**config.mk**
```make
export PLATFORM = sky130hd
export DESIGN_NAME = seg_scan_ctrl
export DESIGN_NICKNAME = d
export VERILOG_FILES = /design/src/rtl/seg_scan_ctrl.sv
export SDC_FILE = /design/constraint.sdc
export NUM_CORES = 1
export LEC_CHECK = 0
export BUFFER_PORTS_ARGS = -buffer_cell sky130_fd_sc_hd__buf_4
export CAP_MARGIN = 20
export CORE_AREA = 2 2 132 160
export CTS_CLUSTER_DIAMETER = 200
export CTS_CLUSTER_SIZE = 16
export DETAILED_ROUTE_END_ITERATION = 16
export DIE_AREA = 0 0 134 162
export PLACE_DENSITY_LB_ADDON = 0.12
export SKIP_LAST_GASP = 1
export SLEW_MARGIN = 20
export SYNTH_ARGS = -nofsm -noshare
export SYNTH_HDL_FRONTEND = slang
export SYNTH_SLANG_ARGS = --single-unit
```
**constraint.sdc**
```tcl
create_clock -name clk -period 2.9 [get_ports clk]
set_input_delay 0.435 -clock clk [delete_from_list [all_inputs] [get_ports clk]]
set_output_delay 0.435 -clock clk [all_outputs]
set_load 0.005 [all_outputs]
```
**src/rtl/seg_scan_ctrl.sv**
```systemverilog
// Multiplexed seven-segment scan controller with tear-free double-buffered digit data.
// Optional blink support is compiled in when SEG_SCAN_BLINK_EN is defined.
module seg_scan_ctrl #(
   parameter int unsigned DIGITS       = 8,
   parameter int unsigned DIV          = 1024,
   parameter int unsigned BLINK_FRAMES = 64
) (
   input  logic                         clk,
   input  logic                         rst_n,
   input  logic [4*DIGITS-1:0]          hexs,
   input  logic [DIGITS-1:0]            point,
   input  logic [DIGITS-1:0]            les,
   input  logic [DIGITS-1:0]            blank,
`ifdef SEG_SCAN_BLINK_EN
   input  logic [DIGITS-1:0]            blink,
`endif
   input  logic                         load,
   output logic                         load_ack,
   output logic [3:0]                   hexo,
   output logic [DIGITS-1:0]            an,
   output logic                         p,
   output logic                         le,
   output logic [$clog2(DIGITS)-1:0]    scan,
   output logic                         frame
);

   localparam int unsigned SW = $clog2(DIGITS);
   localparam int unsigned CW = $clog2(DIV);
   localparam int unsigned HW = 4 * DIGITS;

   if (DIGITS < 2 || DIGITS > 16 || DIV < 4 || BLINK_FRAMES < 1) begin : g_bad_param
      $error("seg_scan_ctrl: illegal parameter value");
   end

   logic [CW-1:0]     pcnt, pcnt_nx;
   logic              tick, wrap;

   logic [HW-1:0]     act_hex, act_hex_nx, pnd_hex, pnd_hex_nx;
   logic [DIGITS-1:0] act_pt, act_pt_nx, pnd_pt, pnd_pt_nx;
   logic [DIGITS-1:0] act_le, act_le_nx, pnd_le, pnd_le_nx;
   logic [DIGITS-1:0] act_blank, act_blank_nx, pnd_blank, pnd_blank_nx;
   logic              pnd_vld, pnd_vld_nx;

   logic [SW-1:0]     scan_nx;
   logic [3:0]        hexo_nx;
   logic              p_nx, le_nx, ack_nx;
   logic [DIGITS-1:0] an_nx;
   logic [DIGITS-1:0] hide_c;

`ifdef SEG_SCAN_BLINK_EN
   localparam int unsigned FW = (BLINK_FRAMES > 1) ? $clog2(BLINK_FRAMES) : 1;

   logic [DIGITS-1:0] act_blink, act_blink_nx, pnd_blink, pnd_blink_nx;
   logic [FW-1:0]     fcnt, fcnt_nx;
   logic              phase, phase_nx;
`endif

   assign tick = (pcnt == CW'(DIV - 1));
   assign wrap = tick && (scan == SW'(DIGITS - 1));

   // next-state: prescaler, buffers, scan index and registered digit outputs
   always_comb begin
      pcnt_nx      = tick ? '0 : pcnt + CW'(1);
      act_hex_nx   = act_hex;
      act_pt_nx    = act_pt;
      act_le_nx    = act_le;
      act_blank_nx = act_blank;
      pnd_hex_nx   = pnd_hex;
      pnd_pt_nx    = pnd_pt;
      pnd_le_nx    = pnd_le;
      pnd_blank_nx = pnd_blank;
      pnd_vld_nx   = pnd_vld;
      ack_nx       = 1'b0;
      hide_c       = '0;
`ifdef SEG_SCAN_BLINK_EN
      act_blink_nx = act_blink;
      pnd_blink_nx = pnd_blink;
      fcnt_nx      = fcnt;
      phase_nx     = phase;
      if (phase) begin
         hide_c = act_blink;
      end
`endif

      // Commit only at the frame wrap; a load on that very cycle bypasses the pending buffer.
      if (wrap) begin
         pnd_vld_nx = 1'b0;
         if (load) begin
            act_hex_nx   = hexs;
            act_pt_nx    = point;
            act_le_nx    = les;
            act_blank_nx = blank;
`ifdef SEG_SCAN_BLINK_EN
            act_blink_nx = blink;
`endif
            ack_nx       = 1'b1;
         end else if (pnd_vld) begin
            act_hex_nx   = pnd_hex;
            act_pt_nx    = pnd_pt;
            act_le_nx    = pnd_le;
            act_blank_nx = pnd_blank;
`ifdef SEG_SCAN_BLINK_EN
            act_blink_nx = pnd_blink;
`endif
            ack_nx       = 1'b1;
         end
      end else if (load) begin
         pnd_hex_nx   = hexs;
         pnd_pt_nx    = point;
         pnd_le_nx    = les;
         pnd_blank_nx = blank;
`ifdef SEG_SCAN_BLINK_EN
         pnd_blink_nx = blink;
`endif
         pnd_vld_nx   = 1'b1;
      end

`ifdef SEG_SCAN_BLINK_EN
      if (wrap) begin
         if (fcnt == FW'(BLINK_FRAMES - 1)) begin
            fcnt_nx  = '0;
            phase_nx = ~phase;
         end else begin
            fcnt_nx = fcnt + FW'(1);
         end
      end
`endif

      scan_nx = scan;
      if (tick) begin
         scan_nx = wrap ? '0 : scan + SW'(1);
      end

      hexo_nx = '0;
      p_nx    = 1'b0;
      le_nx   = 1'b0;
      for (int i = 0; i < DIGITS; i++) begin
         if (scan_nx == SW'(i)) begin
            hexo_nx = act_hex_nx[4*i +: 4];
            p_nx    = act_pt_nx[i];
            le_nx   = act_le_nx[i];
         end
      end

      // Anodes stay off for the first cycle of each slot to avoid ghosting.
      an_nx = '1;
      if (!tick) begin
         for (int i = 0; i < DIGITS; i++) begin
            if (scan == SW'(i) && !act_blank[i] && !hide_c[i]) begin
               an_nx[i] = 1'b0;
            end
         end
      end
   end

   // state and registered outputs
   always_ff @(posedge clk or negedge rst_n) begin
      if (!rst_n) begin
         pcnt      <= '0;
         scan      <= '0;
         act_hex   <= '0;
         act_pt    <= '0;
         act_le    <= '0;
         act_blank <= '0;
         pnd_hex   <= '0;
         pnd_pt    <= '0;
         pnd_le    <= '0;
         pnd_blank <= '0;
         pnd_vld   <= 1'b0;
         hexo      <= '0;
         p         <= 1'b0;
         le        <= 1'b0;
         an        <= '1;
         frame     <= 1'b0;
         load_ack  <= 1'b0;
`ifdef SEG_SCAN_BLINK_EN
         act_blink <= '0;
         pnd_blink <= '0;
         fcnt      <= '0;
         phase     <= 1'b0;
`endif
      end else begin
         pcnt      <= pcnt_nx;
         scan      <= scan_nx;
         act_hex   <= act_hex_nx;
         act_pt    <= act_pt_nx;
         act_le    <= act_le_nx;
         act_blank <= act_blank_nx;
         pnd_hex   <= pnd_hex_nx;
         pnd_pt    <= pnd_pt_nx;
         pnd_le    <= pnd_le_nx;
         pnd_blank <= pnd_blank_nx;
         pnd_vld   <= pnd_vld_nx;
         hexo      <= hexo_nx;
         p         <= p_nx;
         le        <= le_nx;
         an        <= an_nx;
         frame     <= wrap;
         load_ack  <= ack_nx;
`ifdef SEG_SCAN_BLINK_EN
         act_blink <= act_blink_nx;
         pnd_blink <= pnd_blink_nx;
         fcnt      <= fcnt_nx;
         phase     <= phase_nx;
`endif
      end
   end

endmodule

```
==> flow_summary.yaml <==
critical_path:
  rr_endpoint: "hexo[1]"
  worstPathMaxFanout: 27
  crit_required_ns: 3.18
  ff2ff_setup_slack_ns: 0.20
  path_class: "reg2reg"
  r2r_start: "scan[0]"
  critPathCaptureType: "flop"
  worst-endpoint-arrival_ns: 2.98
  worstSetupStartpoint: "scan[0]"
  crit_end: "hexo[1]"
  startpoint_type: "flop"
  ff2ff_path_depth: 9
final_layout:
  fillers: 1944
  syn2layout_area_growth_pct: 25.1
  utilization_pct: 40.9
  layout-drive-gt1-share_pct: 33.7
  final_cells: 906
  antenna_cells: 0
  nets: 694
  fin_area_sq_um: 8200
sta:
  rsz0062_at_grt: "no"
  setup_viol: 0
  post-route-period-util_pct: 93.1
  fin_tns_setup_ns: 0
  finalHoldViolCount: 0
  final.min_clock_period_ns: 2.70
  final_max_slew_viol_count: 0
  fmax_mhz: 370
  finalWorstSetupSlack_ns: 0.201
  maxSlewHeadroom_pct: 42.7
  fin_skew_ns: 0.00986
  max_slew.worst_pin.slew_ns: 0.855
detailed_routing:
  drt_iter0_drc: 356
  drc_errors: 0
  wl_per_cell_um: 20.0
  antenna_left: 0
  wl_um: 18100
  vias: 4920
  viasPerCell: 5.43
  dr.pass1.iters: 8
synth:
  yosysTopAreaCellShare_pct: 51.2
  synth_warnings: 0
  ys_seq_area_share_pct: 54.4
  synth.most_common_cell: "dfrtp_1"
  synth_cells: 546
  ys_seq_elements: 142
  netlist_top_cells_count: "dfrtp_1 (134), mux2_2 (57), nand2_1 (31)"
  synth_edf_count: 0
  async_flop_share_pct: 100
  ys.flop_type: "dfrtp_1"
  synth_area_per_cell_sq_um: 12.0
  syn-num-nets: 612
  yosys.area.top_type: "dfrtp_1"
  yosysUniqueCellTypes: 57
  syn_area_sq_um: 6550
  ys_top_cells_by_area: "dfrtp_1 (51%), mux2_2 (9.8%), dfstp_2 (3.2%)"
clock_network:
  htreeDepth: 4
  cts_buffer_depth: 2
  ctsResizeCount: 0
  cts_setup_buffers: 0
  clk_latency_ns: 0.43
  clk_pin_slew_ns: 0.06
  hold_buffers: 0
  cts_sinks: 142
  cts_tree: "done"
  cts_made_buffers: 17
  cts_root_buf: "clkbuf_16"
power_and_ir_drop:
  p_sw_w: 0.00106
  peakVddDrop_mv: 0.400
  p_int_w: 0.00383
  cellPowerDensity_nw_per_um2: 597
  p_leak_nw: 3.58
  swShare_pct: 21.7
  clockPowerShare_pct: 50.9
  seq_power_share_pct: 43.2
  p_comb_share_pct: 5.9
grt:
  antenna_found_initial: 0
  grt_pass1_vias: 5032
  grt_max_degree: 78
  grt_pass1_wl_um: 28800
  grt_use_total_pct: 17.5
  grt_overflow: 0
placed_design:
  dpl_worst_slack_ns: 0.0431
  io_buffers: 77
  gp_congestion: 0.813
  dp_cells: 874
  hpwl_um: 12500
  place_area_sq_um: 7520
floorplan:
  num_io_pins: 78
  die_y_um: 162
  die_area_sq_um: 21700
  core_area_sq_um: 20000
  fp.dieW_um: 134
  rows: 57
  initial_core_util_pct: 32.7
run_status:
  outcome: "completed"
run:
  maxCapViolations: 0
worst_hold_path:
  hold_class: "in2async"
[worst min path at each step]
| stage | from | endpoint | slack (ns) | cells past startpoint |
|---|---|---|---|---|
| final | rst_n | load_ack | 0.03 | 1 |
| after global routing | rst_n | pnd_hex[2] | 0.09 | 1 |
| after CTS | rst_n | load_ack | 0.08 | 1 |
| after detailed placement | act_hex[26] | act_hex[26] | 0.45 | 2 |
| after global placement | act_hex[30] | act_hex[30] | 0.45 | 2 |
| after floorplan | rst_n | act_blank[0] | 0.14 | 0 |
[critical path: stages (launching register included)]
cell and delay (ns):
dfrtp_1 0.38, ha_1 0.23, ha_1 0.25, and2_1 0.19
nand4_4 0.22, inv_4 0.19, a32o_1 0.29, a221o_1 0.28
a222oi_1 0.33, o221ai_1 0.18
[registers in the layout, indices dropped and copies added (netlist names)]
register   cells
scan           3
pnd_hex       32
act_hex       32
hexo           4
load_ack       1
pcnt          10
pnd_blank      8
p              1
frame          1
pnd_vld        1
act_pt         8
le             1
act_le         8
pnd_le         8
an             8
pnd_pt         8
act_blank      8
[metrics by stage]
step / hold slack, ns / power [W]
floorplan: 0.139 / 0.00228
global placement: 0.449 / 0.00244
detailed placement: 0.452 / 0.00245
CTS: 0.0814 / 0.00496
global route: 0.0902 / 0.00508
finish: 0.0316 / 0.00490
[area by class of cell]
cell class	instances	area [sq um]	share of cell area, %
Clock buffer	17	425	5.19
Multi-Input combinational cell	348	2760	33.6
Timing Repair Buffer	103	818	9.98
Sequential cell	142	3560	43.5
Clock inverter	15	243	2.96
Tap cell	265	332	4.04
Inverter	16	62.6	0.763
[logic make-up (layout without fill, tap and decap cells)]
kind of cell / Yosys count / in the layout / share of synthesized area, %
multiplexers: 74 / 74 / 12.8
buffers and inverters: 56 / 151 / 3.97
flip-flops: 142 / 142 / 54.4
adder cells (fa/ha/maj): 7 / 7 / 1.34
XOR/XNOR: 7 / 7 / 0.936
AO/OA/AOI/OAI: 154 / 154 / 17.9
AND/OR/NAND/NOR: 106 / 106 / 8.69
[routing by layer]
metal	up-vias	global-route usage, %	wire length (um)
met5	-	0	0
met4	0	6.67	355
met3	23	3.03	812
met2	127	29.0	9010
met1	2527	23.0	7960
li1	2243	-	-
[cell usage in the layout (no fill, tap or decap), drive strengths merged, types with 17 or more instances in the layout]
cell type,count
o21ai,19
nand2,32
dfrtp,134
a31oi,21
mux2,57
inv,17
nor2,25
buf,103
mux2i,17
clkbuf,17
a22oi,21
[power by group through the flow]
| stage | logic (W) | registers [W] | clock network (W) |
|---|---|---|---|
| 3_5_place_dp | 0.000298 | 0.00215 | 0 |
| 2_1_floorplan | 0.000138 | 0.00214 | 0 |
| 6_report | 0.000289 | 0.00212 | 0.00249 |
| 5_1_grt | 0.000319 | 0.00213 | 0.00263 |
| 3_3_place_gp | 0.000291 | 0.00215 | 0 |
| 4_1_cts | 0.000299 | 0.00212 | 0.00254 |
Power figures use the tool's default switching activity.
